`src/rtl/hazard_controller.sv`:
```
// hazard_controller: RV32I five-stage stall/flush/forward control with data-memory wait FSM.
module hazard_controller #(
  parameter int MEM_TIMEOUT = 15,
  parameter bit FWD_EN      = 1'b1
) (
  input  logic        clk,
  input  logic        rst,
  input  logic [4:0]  Rs1D,
  input  logic [4:0]  Rs2D,
  input  logic [4:0]  Rs1E,
  input  logic [4:0]  Rs2E,
  input  logic [4:0]  RdE,
  input  logic [4:0]  RdM,
  input  logic [4:0]  RdW,
  input  logic        MemReadE,
  input  logic        RegWriteM,
  input  logic        RegWriteW,
  input  logic        PCSrcE,
  input  logic        MemReqM,
  input  logic        MemReadyM,
  output logic        StallF,
  output logic        StallD,
  output logic        StallE,
  output logic        StallM,
  output logic        FlushD,
  output logic        FlushE,
  output logic        FlushW,
  output logic [1:0]  ForwardAE,
  output logic [1:0]  ForwardBE,
  output logic        MemFault,
  output logic [15:0] StallCount
);
  localparam int CW = $clog2(MEM_TIMEOUT + 1);
  typedef enum logic [1:0] {RUN, MEM_WAIT, FAULT} state_t;
  state_t        r_state;
  logic [CW-1:0] r_cnt;
  logic [15:0]   r_stall_cnt;
  logic          w_lu, w_mw, w_hold, w_br, w_ld, w_fwd_ok;
  assign w_lu = MemReadE && RdE != '0 && (RdE == Rs1D || RdE == Rs2D);
  assign w_mw = MemReqM && !MemReadyM;
  // a wait already in progress is held by MemReadyM alone
  assign w_hold = !rst && (r_state == FAULT || (r_state == MEM_WAIT ? !MemReadyM : w_mw));
  assign w_br = !rst && !w_hold && PCSrcE;
  assign w_ld = !rst && !w_hold && !PCSrcE && w_lu;
  assign w_fwd_ok = FWD_EN && !rst && r_state != FAULT;
  assign StallF = w_hold || w_ld;
  assign StallD = w_hold || w_ld;
  assign StallE = w_hold;
  assign StallM = w_hold;
  assign FlushW = w_hold;
  assign FlushD = w_br;
  assign FlushE = w_br || w_ld;
  assign ForwardAE = !w_fwd_ok ? 2'b00 :
                     (RegWriteM && RdM != '0 && RdM == Rs1E) ? 2'b10 :
                     (RegWriteW && RdW != '0 && RdW == Rs1E) ? 2'b01 : 2'b00;
  assign ForwardBE = !w_fwd_ok ? 2'b00 :
                     (RegWriteM && RdM != '0 && RdM == Rs2E) ? 2'b10 :
                     (RegWriteW && RdW != '0 && RdW == Rs2E) ? 2'b01 : 2'b00;
  assign MemFault = r_state == FAULT;
  assign StallCount = r_stall_cnt;
  always_ff @(posedge clk or posedge rst) begin
    if (rst) begin
      r_state     <= RUN;
      r_cnt       <= '0;
      r_stall_cnt <= '0;
    end else begin
      if (StallF && r_stall_cnt != 16'hFFFF) r_stall_cnt <= r_stall_cnt + 16'd1;
      case (r_state)
        RUN: if (w_mw) begin
          r_state <= MEM_WAIT;
          r_cnt   <= CW'(1);
        end
        MEM_WAIT: if (MemReadyM) r_state <= RUN;
        else begin
          r_cnt <= r_cnt + CW'(1);
          if (r_cnt == CW'(MEM_TIMEOUT - 1)) r_state <= FAULT;
        end
        default: r_state <= FAULT;
      endcase
    end
  end
endmodule

```
`config.mk`:
```
export PLATFORM = sky130hd
export DESIGN_NAME = hazard_controller
export DESIGN_NICKNAME = d
export VERILOG_FILES = /design/src/rtl/hazard_controller.sv
export SDC_FILE = /design/constraint.sdc
export NUM_CORES = 1
export LEC_CHECK = 0
export ABC_AREA = 1
export CORE_MARGIN = 10
export CORE_UTILIZATION = 40
export CTS_BUF_LIST = sky130_fd_sc_hd__clkbuf_4
export DETAILED_ROUTE_END_ITERATION = 16
export GPL_TIMING_DRIVEN = 0
export PLACE_DENSITY = 0.73
export RECOVER_POWER = 25
export SYNTH_ARGS = -nofsm -noshare
export SYNTH_HDL_FRONTEND = slang
export SYNTH_SLANG_ARGS = --single-unit
```
`constraint.sdc`:
```
create_clock -name clk -period 2.5 [get_ports clk]
set_input_delay 0.5 -clock clk [delete_from_list [all_inputs] [get_ports clk]]
set_output_delay 0.5 -clock clk [all_outputs]
set_load 0.005 [all_outputs]
```
# Yosys cells after proc, flatten, opt, wreduce, memory -nomap -nowiden
# Index checks and enable logic that the tools add are counted.
dict set report word_totals {
  register_bits 22
  input_bits 43
  output_inout_bits 28
  wordCells 64
}
dict set report op_classes {
  addsub 2
  n_eq_ne 14
  mux 14
  n_reduce_logical 31
}
# op n
set ops {}
lappend ops {{$eq 5x5->1} 6}
lappend ops {{$add 16x1->16 const B} 1}
lappend ops {{$logic_and 1x1->1} 16}
lappend ops {{$ne 16x16->1 const B} 1}
lappend ops {{$reduce_bool 5->1} 3}
lappend ops {{$mux 2} 7}
lappend ops {{$mux 4} 2}
lappend ops {{$pmux 4 s2} 1}
lappend ops {{$ne 2x2->1 const B} 3}
lappend ops {{$add 4x1->4 const B} 1}
lappend ops {{$eq 4x4->1 const B} 1}
lappend ops {{$logic_not 1->1} 4}
lappend ops {{$logic_or 1x1->1} 4}
lappend ops {{$pmux 2 s2} 1}
lappend ops {{$mux 1} 3}
lappend ops {{$ne 3x2->1 const B} 1}
lappend ops {{$reduce_and 3->1} 1}
lappend ops {{$eq 2x1->1 const B} 1}
lappend ops {{$eq 2x2->1 const B} 1}
lappend ops {{$logic_not 2->1} 1}
lappend ops {{$reduce_and 2->1} 1}
lappend ops {{$reduce_bool 2->1} 1}

# Depth between registers and ports, before layout
# Gate-level depths: netlist (run 1).
dict set report depth {
  depth_word 11
  depth_mapped 12
}

# Least setup slack after synthesis (run 1)
# Ideal clock, no wire load.
dict set report synth_timing {
  kind {input-to-output}
  startpoint {input port rst}
  endpoint {output port StallF}
  arrival_time_ps 1809
  t_required_ps 2000
  setup_slack_ps 191
  stages 7
  cell_sequence {inv_1 -> nand4_2 -> nor2_1 -> nand2_1 -> nand2_2 -> buf_4 -> buf_4}
}
dict set report synth_between {
  elab_chain_len 7
}
# item line_no
set synth_lines {}
lappend synth_lines {{from (decl)} 7} ;# input logic rst,
lappend synth_lines {{$logic_not 1->1 (no line) *} --}
lappend synth_lines {{$logic_and 1x1->1} 42} ;# assign w_hold = !rst && (r_state == FAULT || (r_state == MEM_WAIT ? !MemReadyM : w_mw));
lappend synth_lines {{$logic_not 1->1} 44} ;# assign w_ld = !rst && !w_hold && !PCSrcE && w_lu;
lappend synth_lines {{$logic_and 1x1->1 (3 in a row)} 44}
lappend synth_lines {{$logic_or 1x1->1 *} --}
lappend synth_lines {{to (decl)} 21} ;# output logic StallF,
# Every way passes the cells marked *; elsewhere a longest branch is shown, timed or not.

# Worst setup path after layout (run 1)
dict set report layout_timing {
  startpoint {input port RdM[2]}
  endpoint {output port ForwardAE[0]}
}
dict set report layout_between {
  elab_chain_len 5
  word_cells_on_any_way 6
  classes_between {eq/ne: 1; mux: 2; reduce/logical: 3}
}
# item line_no
set layout_lines {}
lappend layout_lines {{from (decl)} 13} ;# input logic [4:0] RdM,
lappend layout_lines {{$reduce_bool 5->1} 54} ;# (RegWriteM && RdM != '0 && RdM == Rs1E) ? 2'b10 :
lappend layout_lines {{$logic_and 1x1->1} 54}
lappend layout_lines {{$logic_and 1x1->1 *} 54}
lappend layout_lines {{$mux 2 *} 54}
lappend layout_lines {{$mux 2 *} 53} ;# assign ForwardAE = !w_fwd_ok ? 2'b00 :
lappend layout_lines {{to (decl)} 28} ;# output logic [1:0] ForwardAE,
# Marks and branches as above.

==> results of run 1 <==
[layer usage]
| metal | track usage | routed length (um) |
|---|---|---|
| met1 | 0.1690 | 2574 |
| met2 | 0.2462 | 2787 |
| met3 | 0.04193 | 452 |
| met4 | 0.04046 | 72 |
| met5 | 0 | 0 |
[state kept, by name, summed over array words and instances, names as in the netlist]
| register | cells |
|---|---|
| r_state | 2 |
| r_cnt | 4 |
| StallCount | 16 |
[logic make-up (layout without fill, tap and decap cells)]
logic type | count (synthesis) | after routing
compound gates | 10 | 10
flops | 22 | 22
fa+ha+maj | 3 | 3
xor+xnor | 31 | 31
simple gates | 175 | 175
buf+inv | 52 | 139
[placed cells by master (no fill, tap or decap), types with 2 or more instances in the layout]
master and count:
buf_4 14, nand2_1 86, clkdlybuf4s50_1 36, nand3_1 31
inv_1 40, ha_1 3, nand2_2 4, xnor2_1 19
a21oi_1 3, nor3_1 6, dfrtp_1 22, nor2_1 28
clkbuf_1 2, clkbuf_4 3, nor2_2 5, nand2_4 3
nand4_1 6, clkinvlp_2 2, clkinv_1 2, dlymetal6s2s_1 5
inv_2 4, dlygate4sd2_1 27, o21ai_0 4, nor3_4 2
xor2_1 12
[critical path: cells and delay by family]
kind	cells	cell delay (ps)
AOI/OAI and AO/OA	2	290
and+or+nand+nor	1	310
buffers and inverters	4	790
[repair_timing]
item                       in CTS  in global routing
hold buffers                    0                  0
resized for setup              41                 10
pin swaps                       7                  7
setup endpoints to repair      11                  4
cloned                          1                  0
setup buffers                  11                  1
[path summary, 6_finish.rpt]
kind / start / to / slack (ps) / cells after the start
setup / recovery: RdM[2] / ForwardAE[0] / 100 / 7
hold / removal: rst / StallCount[10] / 420 / 2
setup reg to reg: StallCount[0] / StallCount[15] / 750 / 11
hold reg to reg: r_cnt[2] / r_cnt[2] / 510 / 1
max in group asynchronous: rst / r_cnt[3] / 1390 / 4
min in group clk: r_cnt[2] / r_cnt[2] / 510 / 1
[power groups by stage]
stage / combinational [mW] / sequential (mW) / clock (mW)
5_1_grt: 0.429 / 0.483 / 0.191
2_1_floorplan: 0.189 / 0.466 / 0
3_5_place_dp: 0.381 / 0.479 / 0
6_report: 0.386 / 0.474 / 0.173
3_3_place_gp: 0.375 / 0.476 / 0
4_1_cts: 0.391 / 0.472 / 0.175
[metrics by stage]
stage / worst slack [ps] / hold WS (ps) / util / TNS [ps]
6_report: 100.3 / 423.6 / 0.6024 / 0
5_1_grt: -2.700 / 457.4 / 0.6024 / -2.700
4_1_cts: 16.14 / 459.5 / 0.5997 / 0
3_5_place_dp: -1120 / 492.3 / 0.5752 / -10720
3_3_place_gp: -1068 / 483.2 / 0.5752 / -9146
2_1_floorplan: 191.2 / 456.2 / - / 0
[cell type report]
type / instances / area [um^2]
Sequential cell: 22 / 550.5
Timing Repair Buffer: 82 / 757.0
Clock buffer: 3 / 22.52
Fill cell: 454 / 1866
Inverter: 46 / 173.9
Buffer: 6 / 56.30
Clock inverter: 1 / 3.754
Timing Repair inverter: 1 / 5.005
Tap cell: 54 / 67.56
Multi-Input combinational cell: 219 / 1190
==> results.sh, run 1 <==
export IMPL_start_util=0.4115
export IMPL_p_leak_nw=1.508
export IMPL_synth_top_family_by_area="simple AND/OR/NAND/NOR gates"
export IMPL_ys_warn_count=0
export IMPL_post_synth_and_or_nand_nor_area_fraction=0.4109
export IMPL_drive_above_1_share=0.1211
export IMPL_clock_sinks=22
export IMPL_comb_power_share=0.374
export IMPL_async_reset_ff_frac=1.000
export IMPL_relSlewSlack=0.5757
export IMPL_cp_data_arrival_time_ps=1900
export IMPL_mappedNetlistNets=339
export IMPL_setup_worst_path_start_class="primary input"
export IMPL_coreArea_mm2=0.004692
export IMPL_worst_slew_pin_slew_ps=632.9
export IMPL_grt_max_degree=13
export IMPL_layoutNonFillerInstCount=434
export IMPL_vias=2105
export IMPL_clockRootBuffer="clkbuf_4"
export IMPL_yosys_most_used_dff="dfrtp_1"
export IMPL_die_w_um=89.48
export IMPL_diodes=0
export IMPL_final_hold_violation_count=0
export IMPL_synth_xor_area_frac=0.1406
export IMPL_slowest_delay_ps=310
export IMPL_path_max_fanout=4
export IMPL_synthAdderAreaFrac=0.01944
export IMPL_ys_ff_latch=22
export IMPL_p_clk_frac=0.168
export IMPL_outcome="finished clean"
export IMPL_antenna_found_initial=0
export IMPL_internal_power_uw=668.2
export IMPL_track_usage=0.1435
export IMPL_maxCapViolCount=0
export IMPL_yosysTopAreaCell="dfrtp_1"
export IMPL_avgSynthCellArea_um2=6.589
export IMPL_clockBufferDepth=2
export IMPL_area_growth_pct=46.40
export IMPL_crit_slowest_cell="or2_2"
export IMPL_path_clk_slew_ps=130
export IMPL_critPathRequiredTime_ps=2000
export IMPL_wirelength_um=5887
export IMPL_switching_share=0.3532
export IMPL_p_seq_frac=0.458
export IMPL_synth_top_area_share=0.2852
export IMPL_final_max_slew_viol_count=0
export IMPL_endpoint_kind="primary output"
export IMPL_ys_seq_area_frac=0.2852
export IMPL_synthTopCellsByArea="dfrtp_1 29%, nand2_1 17%, xnor2_1 8.6%"
export IMPL_wl_per_cell_um=13.56
export IMPL_ioPinCount=71
export IMPL_port_buffers=70
export IMPL_detailed_place_hpwl_um=4488
export IMPL_fin_area_mm2=0.002826
export IMPL_ir_drop_mv=0.1982
export IMPL_p_per_area_mw_per_mm2=365.5
export IMPL_rows=25
export IMPL_synth_cell_types=26
export IMPL_die_area_mm2=0.008006
export IMPL_p_sw_uw=365.0
export IMPL_grt_ovfl_total=0
export IMPL_synthesis_area_mm2=0.001931
export IMPL_insertion_delay_ps=320
export IMPL_numCtsBuffers=3
export IMPL_die_h_um=89.48
export IMPL_drt_iter0_markers=105
export IMPL_yosysMostFrequentCell="nand2_1"
export IMPL_synth_mux_area_frac=0
export IMPL_route_detailed_drc=0
export IMPL_grt_pass1_vias=1977
export IMPL_worst_path_most_repeated_cell="dlygate4sd2_1"
export IMPL_ant_nets=0
export IMPL_crit_chain="dlygate4sd2_1 > or2_2 > o41ai_2 > inv_1 > buf_4 > a21oi_2 > dlygate4sd2_1"
export IMPL_postPlaceCellArea_mm2=0.002699
export IMPL_synthTopCellsByCount="89 x nand2_1, 43 x inv_1, 31 x nand3_1, 31 x nor2_1, 22 x dfrtp_1"
export IMPL_fin_crit_ps=2400
export IMPL_synth_compound_area_share=0.02916
export IMPL_dpl_cell_count=417
export IMPL_synth_edf_count=0
export IMPL_gp_congestion=0.8845
export IMPL_cts_htree_levels=1
export IMPL_max_freq_mhz=416.7
export IMPL_grt_first_pass_wirelength_um=9128
export IMPL_final_nets=427
export IMPL_first_pass_iters=4
export IMPL_skew_ps=10.01
export IMPL_post_route_period_util=0.9599
export IMPL_hp_class="primary input to async pin"
export IMPL_syn_inst=293
export IMPL_power_mw=1.033
export IMPL_setup_violations_final=0
export IMPL_vias_per_cell=4.850
export IMPL_tritoncts="built"
export IMPL_critical_path_class="primary input to primary output"
(Power assumes the default switching activity.)
==> inputs of run 2 (changes only) <==
--- a/config.mk
+++ b/config.mk
@@ -6,6 +6,7 @@
 export NUM_CORES = 1
 export LEC_CHECK = 0
 export ABC_AREA = 1
+export CAP_MARGIN = 20
 export CORE_MARGIN = 10
 export CORE_UTILIZATION = 40
 export CTS_BUF_LIST = sky130_fd_sc_hd__clkbuf_4
==> constraint.sdc (replaced) <==
create_clock -name clk -period 2.5 [get_ports clk]
set_input_delay 0.5 -clock clk [delete_from_list [all_inputs] [get_ports clk]]
set_output_delay 0.5 -clock clk [all_outputs]
set_load 0.05 [all_outputs]
==> run 2 against run 1 <==
Sequential share of layout area increased by 0.50 points. Maximum frequency decreased by 3.7%. Non-clock buffer count is 8 lower. Critical path depth rose by 4. Combinational power up 32%. Hold slack worse by 170 ps.
==> results.sh, run 2 (synthesis results as in run 1) <==
export IMPL_outcome="finished clean"
export IMPL_clockBufferDepth=2
export IMPL_final_nets=419
export IMPL_worst_slew_pin_slew_ps=604.3
export IMPL_post_route_period_util=0.9966
export IMPL_antenna_found_initial=0
export IMPL_ir_drop_mv=0.3015
export IMPL_final_hold_violation_count=0
export IMPL_critPathRequiredTime_ps=2000
export IMPL_wirelength_um=5604
export IMPL_fin_crit_ps=2492
export IMPL_start_util=0.4115
export IMPL_numCtsBuffers=3
export IMPL_rsz0062_at_grt="true"
export IMPL_endpoint_kind="primary output"
export IMPL_drt_iter0_markers=78
export IMPL_tritoncts="built"
export IMPL_mostFrequentLayoutCell="nand2_1"
export IMPL_diodes=0
export IMPL_skew_ps=7.667
export IMPL_vias=2037
export IMPL_p_leak_nw=1.403
export IMPL_fin_area_mm2=0.002756
export IMPL_maxCapViolCount=0
export IMPL_detailed_place_hpwl_um=4510
export IMPL_setup_violations_final=0
export IMPL_wl_per_cell_um=13.15
export IMPL_cp_data_arrival_time_ps=1990
export IMPL_first_pass_iters=4
export IMPL_die_area_mm2=0.008006
export IMPL_layout_common_cells="87 x nand2_1, 54 x clkdlybuf4s50_1, 42 x inv_1"
export IMPL_rows=25
export IMPL_use_met3=0.03555
export IMPL_timing_hold_ws_ps=257.8
export IMPL_die_h_um=89.48
export IMPL_die_w_um=89.48
export IMPL_vias_per_cell=4.782
export IMPL_drive_above_1_share=0.1156
export IMPL_clock_sinks=22
export IMPL_setup_worst_path_start_class="primary input"
export IMPL_grt_busiest_layer="met2"
export IMPL_ioPinCount=71
export IMPL_critical_path_class="primary input to primary output"
export IMPL_relSlewSlack=0.5949
export IMPL_tns_ps=0
export IMPL_met1_usage=0.1869
export IMPL_max_freq_mhz=401.4
export IMPL_grt_pass1_vias=1971
export IMPL_grt_max_degree=13
export IMPL_coreArea_mm2=0.004692
export IMPL_reg2reg_depth=11
export IMPL_hp_class="primary input to async pin"
export IMPL_cts_htree_levels=1
export IMPL_path_max_fanout=15
export IMPL_grt_first_pass_wirelength_um=9114
export IMPL_postPlaceCellArea_mm2=0.002703
export IMPL_largest_register_ffs=16
export IMPL_grt_ovfl_total=0
export IMPL_gp_congestion=0.8637
export IMPL_insertion_delay_ps=320
export IMPL_route_detailed_drc=0
export IMPL_track_usage=0.1422
export IMPL_grt_use_met2=0.2231
export IMPL_p_per_area_mw_per_mm2=418.4
export IMPL_port_buffers=70
export IMPL_area_growth_pct=42.77
export IMPL_clockRootBuffer="clkbuf_4"
export IMPL_path_clk_slew_ps=130
export IMPL_ant_nets=0
export IMPL_final_max_slew_viol_count=0
-- run 2: changes by cell type in the layout (fill, tap and decap cells not counted), sizes merged --
cell	delta
clkdlybuf4s50	+18
buf	+1
dlymetal6s2s	-2
clkdlybuf4s15	-1
clkbuf	+2
dlygate4sd2	-26
-- run 2: per-stage QoR --
stage / total power, mW / utilization / cells / setup WS (ps)
6_report: 1.153 / 0.5875 / 426 / 8.436
5_1_grt: 1.234 / 0.5875 / 426 / -93.30
3_5_place_dp: 0.9879 / 0.5760 / 417 / -1161
2_1_floorplan: 0.7806 / - / 293 / 106.8
4_1_cts: 1.167 / 0.5872 / 424 / -106.3
3_3_place_gp: 0.9793 / 0.5760 / 417 / -1138
-- run 2: path summary, 6_finish.rpt --
path                                from             end  slack (ps)
min                                  rst   StallCount[0]         260
min in group clk                r_cnt[2]        r_cnt[2]         500
max in group asynchronous            rst      r_state[1]        1880
max                               RdE[4]          StallF           8
min reg2reg                     r_cnt[2]        r_cnt[2]         500
max reg2reg                StallCount[0]  StallCount[15]         790
-- run 2: critical path, stage by stage --
cell	delay, ps
clkdlybuf4s50_1	510
inv_1	80
nand2_1	60
nand2_1	60
nor2_2	110
nand3_1	80
nand2_1	80
nand2_2	100
nand2_8	140
buf_4	130
buf_6	140
-- run 2: layer usage --
metal	vias up	part of all wire
met2	53	0.46
met1	914	0.46
met5	-	0
met4	0	0.017
met3	9	0.070
li1	1061	-
-- run 2: layout make-up --
cell class / instances / area [um^2]
repair inverters: 1 / 5.005
inverters: 46 / 173.9
clock buffers: 3 / 22.52
clock inverters: 1 / 3.754
repair buffers: 75 / 701.9
multi-input cells: 219 / 1190
plain buffers: 5 / 41.29
fillers: 450 / 1936
well taps: 54 / 67.56
flip-flops and latches: 22 / 550.5
-- run 2: timing repair --
action                                  4_1_cts  5_1_grt
setup buffers                                 2        3
hold endpoints to repair                      0        0
endpoints found under the setup margin       11       10
gates resized for setup                      56       20
pin swaps                                     0        1
cloned                                        1        0
hold buffers                                  0        0
-- run 2: where the power goes --
part / total (mW) / internal (mW) / switching [mW]
registers: 0.471 / 0.401 / 0.0698
logic: 0.511 / 0.211 / 0.300
clock network: 0.171 / 0.0585 / 0.113
==> inputs of run 3 (changes only) <==
--- a/config.mk
+++ b/config.mk
@@ -12,7 +12,7 @@
 export CTS_BUF_LIST = sky130_fd_sc_hd__clkbuf_4
 export DETAILED_ROUTE_END_ITERATION = 16
 export GPL_TIMING_DRIVEN = 0
-export PLACE_DENSITY = 0.73
+export PLACE_DENSITY = 0.76
 export RECOVER_POWER = 25
 export SYNTH_ARGS = -nofsm -noshare
 export SYNTH_HDL_FRONTEND = slang
==> constraint.sdc (replaced) <==
create_clock -name clk -period 2.2 [get_ports clk]
set_input_delay 0.44 -clock clk [delete_from_list [all_inputs] [get_ports clk]]
set_output_delay 0.44 -clock clk [all_outputs]
set_load 0.05 [all_outputs]
==> run 3 against run 2 <==
Cell area increased by 2.8%. Die area unchanged. Hold slack better by 90 ps. Global-route usage fell by 0.33 points. Clock power up 9.9%. Sequential share of layout area fell by 0.55 points. Count of clock-buffer cells in the layout unchanged. Routed wire length increased by 0.21%. Sequential cell count stayed put. First-iteration DRC count is 26% higher. Critical path type unchanged.
==> results.sh, run 3 (synthesis results as in run 1) <==
export IMPL_p_leak_nw=1.523
export IMPL_vias_per_cell=4.761
export IMPL_detailed_place_hpwl_um=4449
export IMPL_clock_sinks=22
export IMPL_reg2reg_depth=12
export IMPL_die_h_um=89.48
export IMPL_use_met3=0.03646
export IMPL_critical_path_class="primary input to primary output"
export IMPL_track_usage=0.1389
export IMPL_die_area_mm2=0.008006
export IMPL_final_nets=423
export IMPL_ctsHoldBuffers=0
export IMPL_path_max_fanout=4
export IMPL_first_pass_iters=4
export IMPL_vias=2052
export IMPL_rsz0062_at_grt="true"
export IMPL_clockRootBuffer="clkbuf_4"
export IMPL_wirelength_um=5616
export IMPL_layout_common_cells="86 x nand2_1, 41 x inv_1, 31 x nand3_1"
export IMPL_max_freq_mhz=459.6
export IMPL_path_clk_slew_ps=130
export IMPL_fin_area_mm2=0.002834
export IMPL_met1_usage=0.1712
export IMPL_port_buffers=70
export IMPL_drive_above_1_share=0.1383
export IMPL_start_util=0.4115
export IMPL_timing_hold_ws_ps=347.5
export IMPL_rr_startpoint="r_state[1]"
export IMPL_r2r_slack_ps=410
export IMPL_grt_pass1_vias=1907
export IMPL_p_per_area_mw_per_mm2=463.2
export IMPL_area_growth_pct=46.79
export IMPL_skew_ps=21.48
export IMPL_endpoint_kind="primary output"
export IMPL_largest_register_ffs=16
export IMPL_grt_ovfl_total=0
export IMPL_postPlaceCellArea_mm2=0.002703
export IMPL_final_hold_violation_count=0
export IMPL_numCtsBuffers=3
export IMPL_coreArea_mm2=0.004692
export IMPL_grt_first_pass_wirelength_um=8942
export IMPL_gp_congestion=0.8880
export IMPL_cts_htree_levels=1
export IMPL_wl_per_cell_um=13.03
export IMPL_route_detailed_drc=0
export IMPL_hp_class="primary input to async pin"
export IMPL_grt_max_degree=13
export IMPL_setup_worst_path_start_class="primary input"
export IMPL_ant_nets=0
export IMPL_die_w_um=89.48
export IMPL_tritoncts="built"
export IMPL_clockBufferDepth=2
export IMPL_mostFrequentLayoutCell="nand2_1"
export IMPL_grt_use_met2=0.2363
export IMPL_grt_busiest_layer="met2"
export IMPL_maxCapViolCount=0
export IMPL_setup_violations_final=0
export IMPL_antenna_found_initial=1
export IMPL_ioPinCount=71
export IMPL_drt_iter0_markers=98
export IMPL_cp_data_arrival_time_ps=1740
export IMPL_relSlewSlack=0.6025
export IMPL_worst_slew_pin_slew_ps=592.9
export IMPL_post_route_period_util=0.9889
export IMPL_r2r_end="StallCount[6]"
export IMPL_final_max_slew_viol_count=0
export IMPL_insertion_delay_ps=320
export IMPL_critPathRequiredTime_ps=1760
export IMPL_rows=25
export IMPL_outcome="finished clean"
export IMPL_ir_drop_mv=0.3029
export IMPL_fin_crit_ps=2176
-- run 3: worst max path at each step --
stage                   endpoint  slack, ps  startpoint
floorplan           ForwardAE[0]        -70      RdM[2]
global placement          StallF      -1320         rst
detailed placement        StallF      -1350         rst
CTS                       StallF        -90     Rs1D[4]
global route        ForwardBE[0]        -20      RdM[2]
finish              ForwardBE[0]         20      RdM[2]
-- run 3: metrics by stage --
stage	std cells	TNS [ps]	total power, mW	worst slack (ps)	utilization
6_report	431	0	1.313	24.38	0.6040
5_1_grt	431	-33.18	1.389	-24.28	0.6040
4_1_cts	427	-93.47	1.320	-93.47	0.5896
3_5_place_dp	417	-15370	1.127	-1345	0.5760
3_3_place_gp	417	-14860	1.110	-1324	0.5760
2_1_floorplan	293	-146.4	0.8870	-73.22	-
-- run 3: timing repair --
action | CTS | global route
resized for setup | 91 | 24
buffers inserted | 5 | 4
pin swaps | 7 | 13
endpoints found under the setup margin | 14 | 10
hold endpoints to repair | 0 | 0
cloned | 1 | 0
-- run 3: layout make-up --
| cell class | count | area [um^2] |
|---|---|---|
| Fill cell | 438 | 1858 |
| Multi-Input combinational cell | 219 | 1206 |
| Timing Repair Buffer | 79 | 757.0 |
| Sequential cell | 22 | 550.5 |
| Inverter | 46 | 173.9 |
| Tap cell | 54 | 67.56 |
| Buffer | 5 | 45.04 |
| Clock buffer | 3 | 22.52 |
| Timing Repair inverter | 1 | 5.005 |
| Clock inverter | 1 | 3.754 |
| Antenna cell | 1 | 2.502 |
-- run 3: worst max-delay path, stage by stage --
cell           delay, ps
dlygate4sd2_1        270
or2_2                310
o41ai_2              210
inv_1                140
a21oi_1              150
buf_4                220
-- run 3: layer usage --
| metal | share of wire | routed length, um | vias up |
|---|---|---|---|
| met2 | 0.46 | 2608 | 62 |
| met1 | 0.45 | 2551 | 913 |
| met5 | 0 | 0 | - |
| li1 | - | - | 1071 |
| met3 | 0.070 | 393 | 6 |
| met4 | 0.011 | 63 | 0 |
-- run 3: report_power, final --
part | internal [mW] | switching (mW)
Clock | 0.0663 | 0.122
Combinational | 0.240 | 0.348
Sequential | 0.455 | 0.0818
